File: src/rtl/wb_reg_timeout.sv
// ---------------------------------------------------------------------------
// wb_reg_timeout
// Registered Wishbone (classic cycle) master-to-slave pipeline slice with
// bus-health logic: slave RTY is absorbed and the transfer re-issued up to
// RETRY_LIMIT times, and a transfer the slave never answers is terminated
// towards the master with ERR after TIMEOUT_CYCLES.
//
// Ports
//   clk, rst_n            clock (posedge) and synchronous active-low reset
//   wbm_*                 master-facing side (from arbiter/mux)
//   wbs_*                 slave-facing side (to slave or bridge)
//   stat_timeout          1-cycle pulse when a transfer times out
//   stat_retry            1-cycle pulse per absorbed slave RTY
// All outputs are registered.
// ---------------------------------------------------------------------------
module wb_reg_timeout #(
    parameter int DATA_WIDTH     = 32,
    parameter int ADDR_WIDTH     = 32,
    parameter int SELECT_WIDTH   = DATA_WIDTH / 8,
    parameter int TIMEOUT_CYCLES = 256,
    parameter int RETRY_LIMIT    = 3
) (
    input  logic                    clk,
    input  logic                    rst_n,
    input  logic [ADDR_WIDTH-1:0]   wbm_adr_i,
    input  logic [DATA_WIDTH-1:0]   wbm_dat_i,
    output logic [DATA_WIDTH-1:0]   wbm_dat_o,
    input  logic                    wbm_we_i,
    input  logic [SELECT_WIDTH-1:0] wbm_sel_i,
    input  logic                    wbm_stb_i,
    output logic                    wbm_ack_o,
    output logic                    wbm_err_o,
    output logic                    wbm_rty_o,
    input  logic                    wbm_cyc_i,
    output logic [ADDR_WIDTH-1:0]   wbs_adr_o,
    input  logic [DATA_WIDTH-1:0]   wbs_dat_i,
    output logic [DATA_WIDTH-1:0]   wbs_dat_o,
    output logic                    wbs_we_o,
    output logic [SELECT_WIDTH-1:0] wbs_sel_o,
    output logic                    wbs_stb_o,
    input  logic                    wbs_ack_i,
    input  logic                    wbs_err_i,
    input  logic                    wbs_rty_i,
    output logic                    wbs_cyc_o,
    output logic                    stat_timeout,
    output logic                    stat_retry
);

    // Counter widths; a disabled feature still gets a 1-bit counter so no
    // zero-width vectors appear.
    localparam int TW = ($clog2(TIMEOUT_CYCLES + 1) > 0) ? $clog2(TIMEOUT_CYCLES + 1) : 1;
    localparam int RW = ($clog2(RETRY_LIMIT + 1) > 0) ? $clog2(RETRY_LIMIT + 1) : 1;

    localparam logic [TW-1:0] TMO_LAST = TW'(TIMEOUT_CYCLES - 1);
    localparam logic [TW-1:0] TMR_MAX  = {TW{1'b1}};
    localparam logic [RW-1:0] RTY_MAX  = RW'(RETRY_LIMIT);

    typedef enum logic [1:0] {
        IDLE = 2'd0,
        BUSY = 2'd1,
        GAP  = 2'd2,
        RESP = 2'd3
    } state_t;

    state_t          state_r, state_nxt_s;
    logic [TW-1:0]   timer_r, timer_nxt_s;
    logic [RW-1:0]   retry_r, retry_nxt_s;
    logic            we_r, we_nxt_s;   // latched write enable, re-issued after a GAP

    logic [ADDR_WIDTH-1:0]   adr_nxt_s;
    logic [DATA_WIDTH-1:0]   sdat_nxt_s, mdat_nxt_s;
    logic [SELECT_WIDTH-1:0] sel_nxt_s;
    logic                    swe_nxt_s, stb_nxt_s, cyc_nxt_s;
    logic                    ack_nxt_s, err_nxt_s, rty_nxt_s;
    logic                    stmo_nxt_s, srty_nxt_s;

    logic req_s, tmo_hit_s, can_retry_s;

    assign req_s       = wbm_cyc_i & wbm_stb_i;
    assign tmo_hit_s   = (TIMEOUT_CYCLES != 0) && (timer_r == TMO_LAST);
    assign can_retry_s = (retry_r < RTY_MAX);

    // State and output registers; reset clears everything, including any
    // transfer in flight, so no response for it can ever reach the master.
    always_ff @(posedge clk) begin
        if (!rst_n) begin
            state_r      <= IDLE;
            timer_r      <= '0;
            retry_r      <= '0;
            we_r         <= 1'b0;
            wbs_adr_o    <= '0;
            wbs_dat_o    <= '0;
            wbs_sel_o    <= '0;
            wbs_we_o     <= 1'b0;
            wbs_stb_o    <= 1'b0;
            wbs_cyc_o    <= 1'b0;
            wbm_dat_o    <= '0;
            wbm_ack_o    <= 1'b0;
            wbm_err_o    <= 1'b0;
            wbm_rty_o    <= 1'b0;
            stat_timeout <= 1'b0;
            stat_retry   <= 1'b0;
        end else begin
            state_r      <= state_nxt_s;
            timer_r      <= timer_nxt_s;
            retry_r      <= retry_nxt_s;
            we_r         <= we_nxt_s;
            wbs_adr_o    <= adr_nxt_s;
            wbs_dat_o    <= sdat_nxt_s;
            wbs_sel_o    <= sel_nxt_s;
            wbs_we_o     <= swe_nxt_s;
            wbs_stb_o    <= stb_nxt_s;
            wbs_cyc_o    <= cyc_nxt_s;
            wbm_dat_o    <= mdat_nxt_s;
            wbm_ack_o    <= ack_nxt_s;
            wbm_err_o    <= err_nxt_s;
            wbm_rty_o    <= rty_nxt_s;
            stat_timeout <= stmo_nxt_s;
            stat_retry   <= srty_nxt_s;
        end
    end

    // Next-state decode; master abort outranks every slave response,
    // and any slave response outranks the timeout.
    always_comb begin
        state_nxt_s = state_r;
        case (state_r)
            IDLE: begin
                if (req_s) state_nxt_s = BUSY;
                else       state_nxt_s = IDLE;
            end
            BUSY: begin
                if (!wbm_cyc_i)                  state_nxt_s = IDLE;
                else if (wbs_ack_i || wbs_err_i) state_nxt_s = RESP;
                else if (wbs_rty_i)              state_nxt_s = can_retry_s ? GAP : RESP;
                else if (tmo_hit_s)              state_nxt_s = RESP;
                else                             state_nxt_s = BUSY;
            end
            GAP: begin
                if (!wbm_cyc_i) state_nxt_s = IDLE;
                else            state_nxt_s = BUSY;
            end
            RESP:    state_nxt_s = IDLE;
            default: state_nxt_s = IDLE;
        endcase
    end

    // Next values of the registered outputs and counters.
    always_comb begin
        timer_nxt_s = timer_r;
        retry_nxt_s = retry_r;
        we_nxt_s    = we_r;
        adr_nxt_s   = wbs_adr_o;
        sdat_nxt_s  = wbs_dat_o;
        sel_nxt_s   = wbs_sel_o;
        swe_nxt_s   = wbs_we_o;
        stb_nxt_s   = wbs_stb_o;
        cyc_nxt_s   = wbs_cyc_o;
        mdat_nxt_s  = '0;
        ack_nxt_s   = 1'b0;
        err_nxt_s   = 1'b0;
        rty_nxt_s   = 1'b0;
        stmo_nxt_s  = 1'b0;
        srty_nxt_s  = 1'b0;
        case (state_r)
            IDLE: begin
                adr_nxt_s  = wbm_adr_i;
                sdat_nxt_s = wbm_dat_i;
                sel_nxt_s  = wbm_sel_i;
                cyc_nxt_s  = wbm_cyc_i;
                if (req_s) begin
                    stb_nxt_s   = 1'b1;
                    swe_nxt_s   = wbm_we_i;
                    we_nxt_s    = wbm_we_i;
                    timer_nxt_s = '0;
                    retry_nxt_s = '0;
                end else begin
                    stb_nxt_s = 1'b0;
                    swe_nxt_s = 1'b0;
                end
            end
            BUSY: begin
                // Saturating: the timer never wraps, even with the timeout disabled.
                timer_nxt_s = (timer_r == TMR_MAX) ? timer_r : timer_r + TW'(1);
                if (!wbm_cyc_i) begin
                    cyc_nxt_s = 1'b0;
                    stb_nxt_s = 1'b0;
                    swe_nxt_s = 1'b0;
                end else if (wbs_ack_i || wbs_err_i) begin
                    mdat_nxt_s = wbs_dat_i;
                    ack_nxt_s  = wbs_ack_i;
                    err_nxt_s  = ~wbs_ack_i;
                    stb_nxt_s  = 1'b0;
                    swe_nxt_s  = 1'b0;
                end else if (wbs_rty_i) begin
                    stb_nxt_s = 1'b0;
                    swe_nxt_s = 1'b0;
                    if (can_retry_s) begin
                        retry_nxt_s = retry_r + RW'(1);
                        srty_nxt_s  = 1'b1;
                    end else begin
                        rty_nxt_s = 1'b1;
                    end
                end else if (tmo_hit_s) begin
                    err_nxt_s  = 1'b1;
                    stmo_nxt_s = 1'b1;
                    stb_nxt_s  = 1'b0;
                    swe_nxt_s  = 1'b0;
                end else begin
                    stb_nxt_s = 1'b1;
                end
            end
            GAP: begin
                if (!wbm_cyc_i) begin
                    cyc_nxt_s = 1'b0;
                    stb_nxt_s = 1'b0;
                    swe_nxt_s = 1'b0;
                end else begin
                    stb_nxt_s   = 1'b1;
                    swe_nxt_s   = we_r;
                    timer_nxt_s = '0;
                end
            end
            RESP: begin
                stb_nxt_s = 1'b0;
                swe_nxt_s = 1'b0;
            end
            default: begin
                stb_nxt_s = 1'b0;
                swe_nxt_s = 1'b0;
                cyc_nxt_s = 1'b0;
            end
        endcase
    end

endmodule

File: config.mk
export PLATFORM = sky130hd
export DESIGN_NAME = wb_reg_timeout
export DESIGN_NICKNAME = d
export VERILOG_FILES = /design/src/rtl/wb_reg_timeout.sv
export SDC_FILE = /design/constraint.sdc
export NUM_CORES = 1
export LEC_CHECK = 0
export ABC_AREA = 1
export BUFFER_PORTS_ARGS = -buffer_cell sky130_fd_sc_hd__buf_2
export CAP_MARGIN = 10
export CELL_PAD_IN_SITES_DETAIL_PLACEMENT = 1
export CELL_PAD_IN_SITES_GLOBAL_PLACEMENT = 1
export CORE_MARGIN = 8
export CORE_UTILIZATION = 31
export DETAILED_ROUTE_END_ITERATION = 8
export GPL_TIMING_DRIVEN = 0
export PLACE_DENSITY = 0.77
export SLEW_MARGIN = 40
export SYNTH_ARGS = -nofsm -noshare
export SYNTH_HDL_FRONTEND = slang
export SYNTH_SLANG_ARGS = --single-unit
File: constraint.sdc
create_clock -name clk -period 2.4 [get_ports clk]
set_input_delay 0.24 -clock clk [delete_from_list [all_inputs] [get_ports clk]]
set_output_delay 0.24 -clock clk [all_outputs]
set_load 0.05 [all_outputs]
==> flow_summary.json, run 1 <==
{
  "area_delta_synth_final_pct": 44.2,
  "ctsResizeCount": 0,
  "fmax_mhz": 474,
  "gp_congestion": 0.776,
  "synthArstFlopShare": 0,
  "cts_tree": "built",
  "synth_top_area_cell": "dfxtp_1",
  "min_period_over_period": 0.879,
  "layout-drive-gt1-share": 0.332,
  "synthTopCellsByCount": "nor2_1 (189), dfxtp_1 (122), o21ai_0 (75), inv_1 (57), nand2_1 (40)",
  "drt_iter0_drc": 137,
  "worstHoldStart": "wbs_ack_i",
  "place_inst": 952,
  "first_pass_iters": 4,
  "period_needed_ns": 2.11,
  "yosys.area_share.adder": 0.0227,
  "power.leakage_nw": 3.26,
  "synth-warning-count": 0,
  "hold_end": "wbm_err_o$_SDFF_PN0_",
  "path_max_fanout": 10,
  "wirelength_microns": 15400,
  "setup_violations": 0,
  "design.core.area_sq_um": 13900,
  "io_pins": 216,
  "fin_setup_tns_ns": 0,
  "required_ns": 2.74,
  "die-width_microns": 135,
  "drc_errors": 0,
  "synth-simple-area-share": 0.237,
  "synth_compound_area_frac": 0.102,
  "num_rows": 43,
  "n_fill_cell": 1790,
  "synth_top_family_by_area": "simple AND/OR/NAND/NOR gates",
  "postSynthCellCount": 557,
  "cap_viol_max_count": 0,
  "rsz0062_at_grt": "no",
  "timing.rr.start": "timer_r[0]$_SDFFE_PN0P_",
  "start_util": 0.317,
  "port_buffers": 215,
  "die_area_sq_um": 18300,
  "yosysMostFrequentCell": "nor2_1",
  "avgSynthCellArea_sq_um": 7.90,
  "cts_buffers": 17,
  "ys_ff_latch": 122,
  "yosys.area_share.xor_xnor": 0,
  "synthesis.area_sq_um": 4400,
  "multi_input_area_sq_um": 1600,
  "ctsHoldBuffers": 0,
  "place_hpwl_microns": 12400,
  "power_density_nw_per_um2": 927,
  "start_kind": "register",
  "clk_latency_ns": 0.41,
  "synthTopCellsByArea": "dfxtp_1 (56%), nor2_1 (16%), o21ai_0 (8.5%)",
  "ff2ff_setup_slack_ns": 0.29,
  "regToRegEndpoint": "timer_r[0]$_SDFFE_PN0P_",
  "clock_path_buffers": 2,
  "h-tree-depth": 4,
  "vias": 4396,
  "hold_violations": 0,
  "cp.arrival_ns": 2.45,
  "r2r_cells": 13,
  "post-cts-setup-buffers": 0,
  "grt_pass1_wl_microns": 24500,
  "yosys.area.top_type_share": 0.555,
  "yosysSeqAreaShare": 0.555,
  "synth_mux_area_frac": 0,
  "synth_cell_types": 24,
  "grt-ovfl-total": 0,
  "hold_class": "in2reg",
  "placed_cell_area_sq_um": 5700,
  "min_path_cells": 2,
  "synth_nets": 673,
  "worstMarginPinSlew_ns": 0.464,
  "grt_max_degree": 17,
  "setup.worst_path.end_class": "register",
  "ant_nets": 0,
  "synthFlopType": "dfxtp_1",
  "finClkSkew_ns": 0.00550,
  "critPathKind": "reg2reg",
  "final_cells": 984,
  "nNetsFinal": 907,
  "synth_edf_count": 0,
  "antenna_found_initial": 1,
  "grt_pass1_vias": 4885,
  "seqCellArea_sq_um": 2440,
  "die_h_microns": 135,
  "viasPerCell": 4.47,
  "postLayoutCellArea_sq_um": 6350,
  "clkSlewWorstSetupHoldPaths_ns": 0.05,
  "final_max_slew_viol_count": 0,
  "status": "complete, no violations",
  "cts-root-buf": "clkbuf_16",
  "ir_drop_v": 0.000444,
  "n_antenna_cell": 0,
  "cts_sinks": 122,
  "post_drt_wl_per_cell_microns": 15.7,
  "grt_usage": 0.170,
  "relSlewSlack": 0.691
}
## per-stage QoR
stage                     utilization  hold WS, ns  setup WS [ns]  total power, mW
final                           0.457       0.0381          0.290             5.89
after global routing            0.457       0.0348         0.0834             6.13
after CTS                       0.457       0.0195          0.158             5.96
after detailed placement        0.411        0.452          0.181             3.21
after global placement          0.411        0.441          0.319             3.17
after floorplan                     -        0.318          0.540             2.89
## per-layer routing
layer | track usage | wire (microns) | vias to the layer above
li1 | - | - | 2189
met1 | 0.157 | 5380 | 2076
met2 | 0.332 | 8740 | 106
met3 | 0.0593 | 1050 | 23
met4 | 0.0629 | 278 | 2
met5 | 0 | 11 | -
## kinds of logic after synthesis
| group | after synthesis |
|---|---|
| compound gates | 88 |
| fa+ha+maj | 8 |
| buf+inv | 86 |
| flops | 122 |
| simple gates | 253 |
## worst max-delay path, stage by stage (launching register included)
cell     delay, ns
dfxtp_1       0.38
ha_1          0.19
nand2_1       0.11
nor3_2        0.27
nand2_1       0.08
nor2_1        0.18
ha_1          0.18
nand2_1       0.06
nand2_2       0.13
nor2_8        0.07
buf_12        0.14
o21ai_0       0.07
nand2_1       0.08
nor2_1        0.09
## power breakdown
part / total (mW) / leakage, nW / switching, mW / internal (mW)
Combinational: 0.947 / 1.94 / 0.698 / 0.249
Clock: 2.73 / 0.317 / 0.860 / 1.87
Sequential: 2.21 / 1.00 / 0.0577 / 2.15
Total: 5.89 / 3.26 / 1.62 / 4.27
## flip-flops by register name, summed over array words and instances (netlist names)
signal	count
state_r	2
timer_r	9
wbs_stb_o	1
wbs_dat_o	32
wbm_dat_o	32
wbm_rty_o	1
stat_retry	1
wbm_ack_o	1
wbs_we_o	1
we_r	1
retry_r	2
wbs_adr_o	32
wbs_sel_o	4
wbm_err_o	1
wbs_cyc_o	1
stat_timeout	1
## layout by cell type (no fill, tap or decap)
cell type  count
ha_1           8
a21oi_2        1
nor3_2         1
clkbuf_8       7
a31oi_1        2
nand3_2        4
clkbuf_16     17
nor2_1       189
bufinv_16      4
nor3_1         2
a21oi_1        9
nor4_1         2
nor3b_1        2
nand2_1       40
nand2_4        2
nand2_2        3
clkbuf_1      21
nor2_8         1
inv_2          1
o21ai_0       75
inv_1         57
buf_2        222
clkinv_2       3
a211oi_1       1
nand3_1        5
dfxtp_1      122
buf_12         1
nand4_1        2
## how the worst max path moves through the flow
stage / from / depth (start not counted) / slack [ns] / endpoint
2_1_floorplan: timer_r[0]$_SDFFE_PN0P_ / 12 / 0.54 / timer_r[3]$_SDFFE_PN0P_
3_3_place_gp: timer_r[0]$_SDFFE_PN0P_ / 12 / 0.32 / timer_r[3]$_SDFFE_PN0P_
3_5_place_dp: timer_r[0]$_SDFFE_PN0P_ / 12 / 0.18 / timer_r[3]$_SDFFE_PN0P_
4_1_cts: timer_r[0]$_SDFFE_PN0P_ / 13 / 0.16 / timer_r[0]$_SDFFE_PN0P_
5_1_grt: timer_r[0]$_SDFFE_PN0P_ / 13 / 0.08 / timer_r[0]$_SDFFE_PN0P_
6_report: timer_r[0]$_SDFFE_PN0P_ / 13 / 0.29 / timer_r[0]$_SDFFE_PN0P_
## layout make-up
cell class              count  area share
plain buffers              28      0.0237
clock buffers              25      0.0796
clock inverters             7      0.0213
inverters                  58      0.0343
multi-input cells         349       0.251
flip-flops and latches    122       0.385
well taps                 180      0.0355
repair buffers            215       0.170
Power figures use the tool's default switching activity.
==> run 2, diff against run 1 <==
==> constraint.sdc (replaced) <==
create_clock -name clk -period 2.03 [get_ports clk]
set_input_delay 0.203 -clock clk [delete_from_list [all_inputs] [get_ports clk]]
set_output_delay 0.203 -clock clk [all_outputs]
set_load 0.05 [all_outputs]
==> flow_summary.json, run 2 (synthesis results as in run 1) <==
{
  "ant_nets": 0,
  "io_pins": 216,
  "mostFrequentLayoutCells": "buf_2 (222), nor2_1 (188), dfxtp_1 (120)",
  "cap_viol_max_count": 0,
  "die-width_microns": 135,
  "hold_violations": 0,
  "period_needed_ns": 1.94,
  "gp_congestion": 0.776,
  "viasPerCell": 4.51,
  "r2r_cells": 13,
  "grt-ovfl-total": 0,
  "drc_errors": 0,
  "layout-drive-gt1-share": 0.339,
  "regToRegEndpoint": "timer_r[0]$_SDFFE_PN0P_",
  "cts_sinks": 122,
  "power.total_mw": 6.98,
  "setup_violations": 0,
  "grt_max_degree": 17,
  "relSlewSlack": 0.689,
  "crit_buf_inv": 1,
  "seqCellArea_sq_um": 2450,
  "vias": 4507,
  "first_pass_iters": 4,
  "reg.largest.list": "wbm_dat_o: 32 flops, wbs_adr_o: 32 flops, wbs_dat_o: 32 flops",
  "slowest_stage": "dfxtp_4",
  "design.core.area_sq_um": 13900,
  "h-tree-depth": 4,
  "path_max_fanout": 10,
  "layout_commonest_cell": "buf_2",
  "power.leakage_nw": 3.35,
  "clk_latency_ns": 0.41,
  "timing.rr.start": "timer_r[1]$_SDFFE_PN0P_",
  "nNetsFinal": 920,
  "setup.worst_path.end_class": "register",
  "fin_setup_tns_ns": 0,
  "cts-root-buf": "clkbuf_16",
  "grt_pass1_wl_microns": 25200,
  "cts_tree": "built",
  "port_buffers": 215,
  "post_drt_wl_per_cell_microns": 16.0,
  "final_max_slew_viol_count": 0,
  "hold_end": "wbs_dat_o[12]$_SDFFE_PN0P_",
  "area_delta_synth_final_pct": 48.3,
  "min_path_cells": 3,
  "wirelength_microns": 16000,
  "finClkSkew_ns": 0.00621,
  "ir_drop_v": 0.000525,
  "grt_pass1_vias": 5010,
  "ff2ff_setup_slack_ns": 0.09,
  "clock_path_buffers": 2,
  "status": "complete, no violations",
  "cpPeakStageDelay_ns": 0.36,
  "power_density_nw_per_um2": 1070,
  "clkSlewWorstSetupHoldPaths_ns": 0.05,
  "die_area_sq_um": 18300,
  "worstMarginPinSlew_ns": 0.466,
  "cts_buffers": 17,
  "multi_input_area_sq_um": 1630,
  "worstHoldStart": "wbm_dat_i[12]",
  "required_ns": 2.37,
  "place_hpwl_microns": 12400,
  "start_util": 0.317,
  "hold_class": "in2reg",
  "num_rows": 43,
  "min_period_over_period": 0.954,
  "start_kind": "register",
  "path_cells": "ha_4 -> nand2_4 -> nor3_4 -> nand2_1 -> nor2_2 -> ha_2 -> nand2_2 -> nand2_4 -> nor2_8 -> buf_12 -> o21ai_0 -> nand2_1 -> nor2_1",
  "cp.arrival_ns": 2.27,
  "critPathKind": "reg2reg",
  "fmax_mhz": 516,
  "cp_top_family": "simple AND/OR/NAND/NOR gates",
  "n_fill_cell": 1780,
  "die_h_microns": 135,
  "drt_iter0_drc": 149,
  "grt_usage": 0.175,
  "antenna_found_initial": 4
}
==> run 2: worst min-delay path: cells and delay by family <==
kind	cells	cell delay, ns
and+or+nand+nor	2	0.11
buffers and inverters	1	0.07
==> run 2: power breakdown <==
group	internal, mW	switching [mW]	total (mW)
clock	2.21	1.02	3.23
combinational	0.309	0.834	1.14
sequential	2.54	0.0693	2.61
total	5.06	1.92	6.98
==> run 2: timing repair <==
item,4_1_cts,5_1_grt
buffers inserted,0,3
hold buffers,10,0
resized for setup,3,11
endpoints found under the hold margin,10,0
pin swaps,1,8
endpoints found under the setup margin,12,11
==> run 2: worst max path at each step <==
stage / endpoint / depth (start not counted) / from / slack (ns)
final: timer_r[0]$_SDFFE_PN0P_ / 13 / timer_r[1]$_SDFFE_PN0P_ / 0.09
after global routing: timer_r[0]$_SDFFE_PN0P_ / 13 / timer_r[0]$_SDFFE_PN0P_ / -0.01
after CTS: timer_r[0]$_SDFFE_PN0P_ / 13 / timer_r[0]$_SDFFE_PN0P_ / 0.01
after detailed placement: timer_r[3]$_SDFFE_PN0P_ / 12 / timer_r[0]$_SDFFE_PN0P_ / -0.19
after global placement: timer_r[3]$_SDFFE_PN0P_ / 12 / timer_r[0]$_SDFFE_PN0P_ / -0.05
after floorplan: timer_r[3]$_SDFFE_PN0P_ / 12 / timer_r[0]$_SDFFE_PN0P_ / 0.17
==> run 2: area by class of cell <==
type,count,area share
diodes,3,0.00115
multi-input cells,349,0.250
repair buffers,228,0.184
plain buffers,28,0.0230
well taps,180,0.0345
clock inverters,7,0.0207
inverters,58,0.0334
flip-flops and latches,122,0.376
clock buffers,25,0.0775
==> run 2: per-layer routing <==
metal	GRT usage	vias up	wire length [microns]	part of all wire
li1	-	2219	-	-
met1	0.160	2134	5510	0.34
met2	0.336	120	8940	0.56
met3	0.0623	32	1080	0.067
met4	0.0827	2	444	0.028
met5	0	-	9	0.00056
==> run 2: through the flow <==
stage | util | cells | area, sq um | hold slack (ns) | setup WS, ns
3_3_place_gp | 0.411 | 952 | 5700 | 0.404 | -0.0511
2_1_floorplan | - | 557 | 4400 | 0.281 | 0.170
6_report | 0.470 | 1000 | 6520 | 0.0156 | 0.0932
5_1_grt | 0.470 | 1000 | 6520 | 0.00573 | -0.0115
4_1_cts | 0.465 | 994 | 6460 | 0.000408 | 0.0109
3_5_place_dp | 0.411 | 952 | 5700 | 0.415 | -0.189
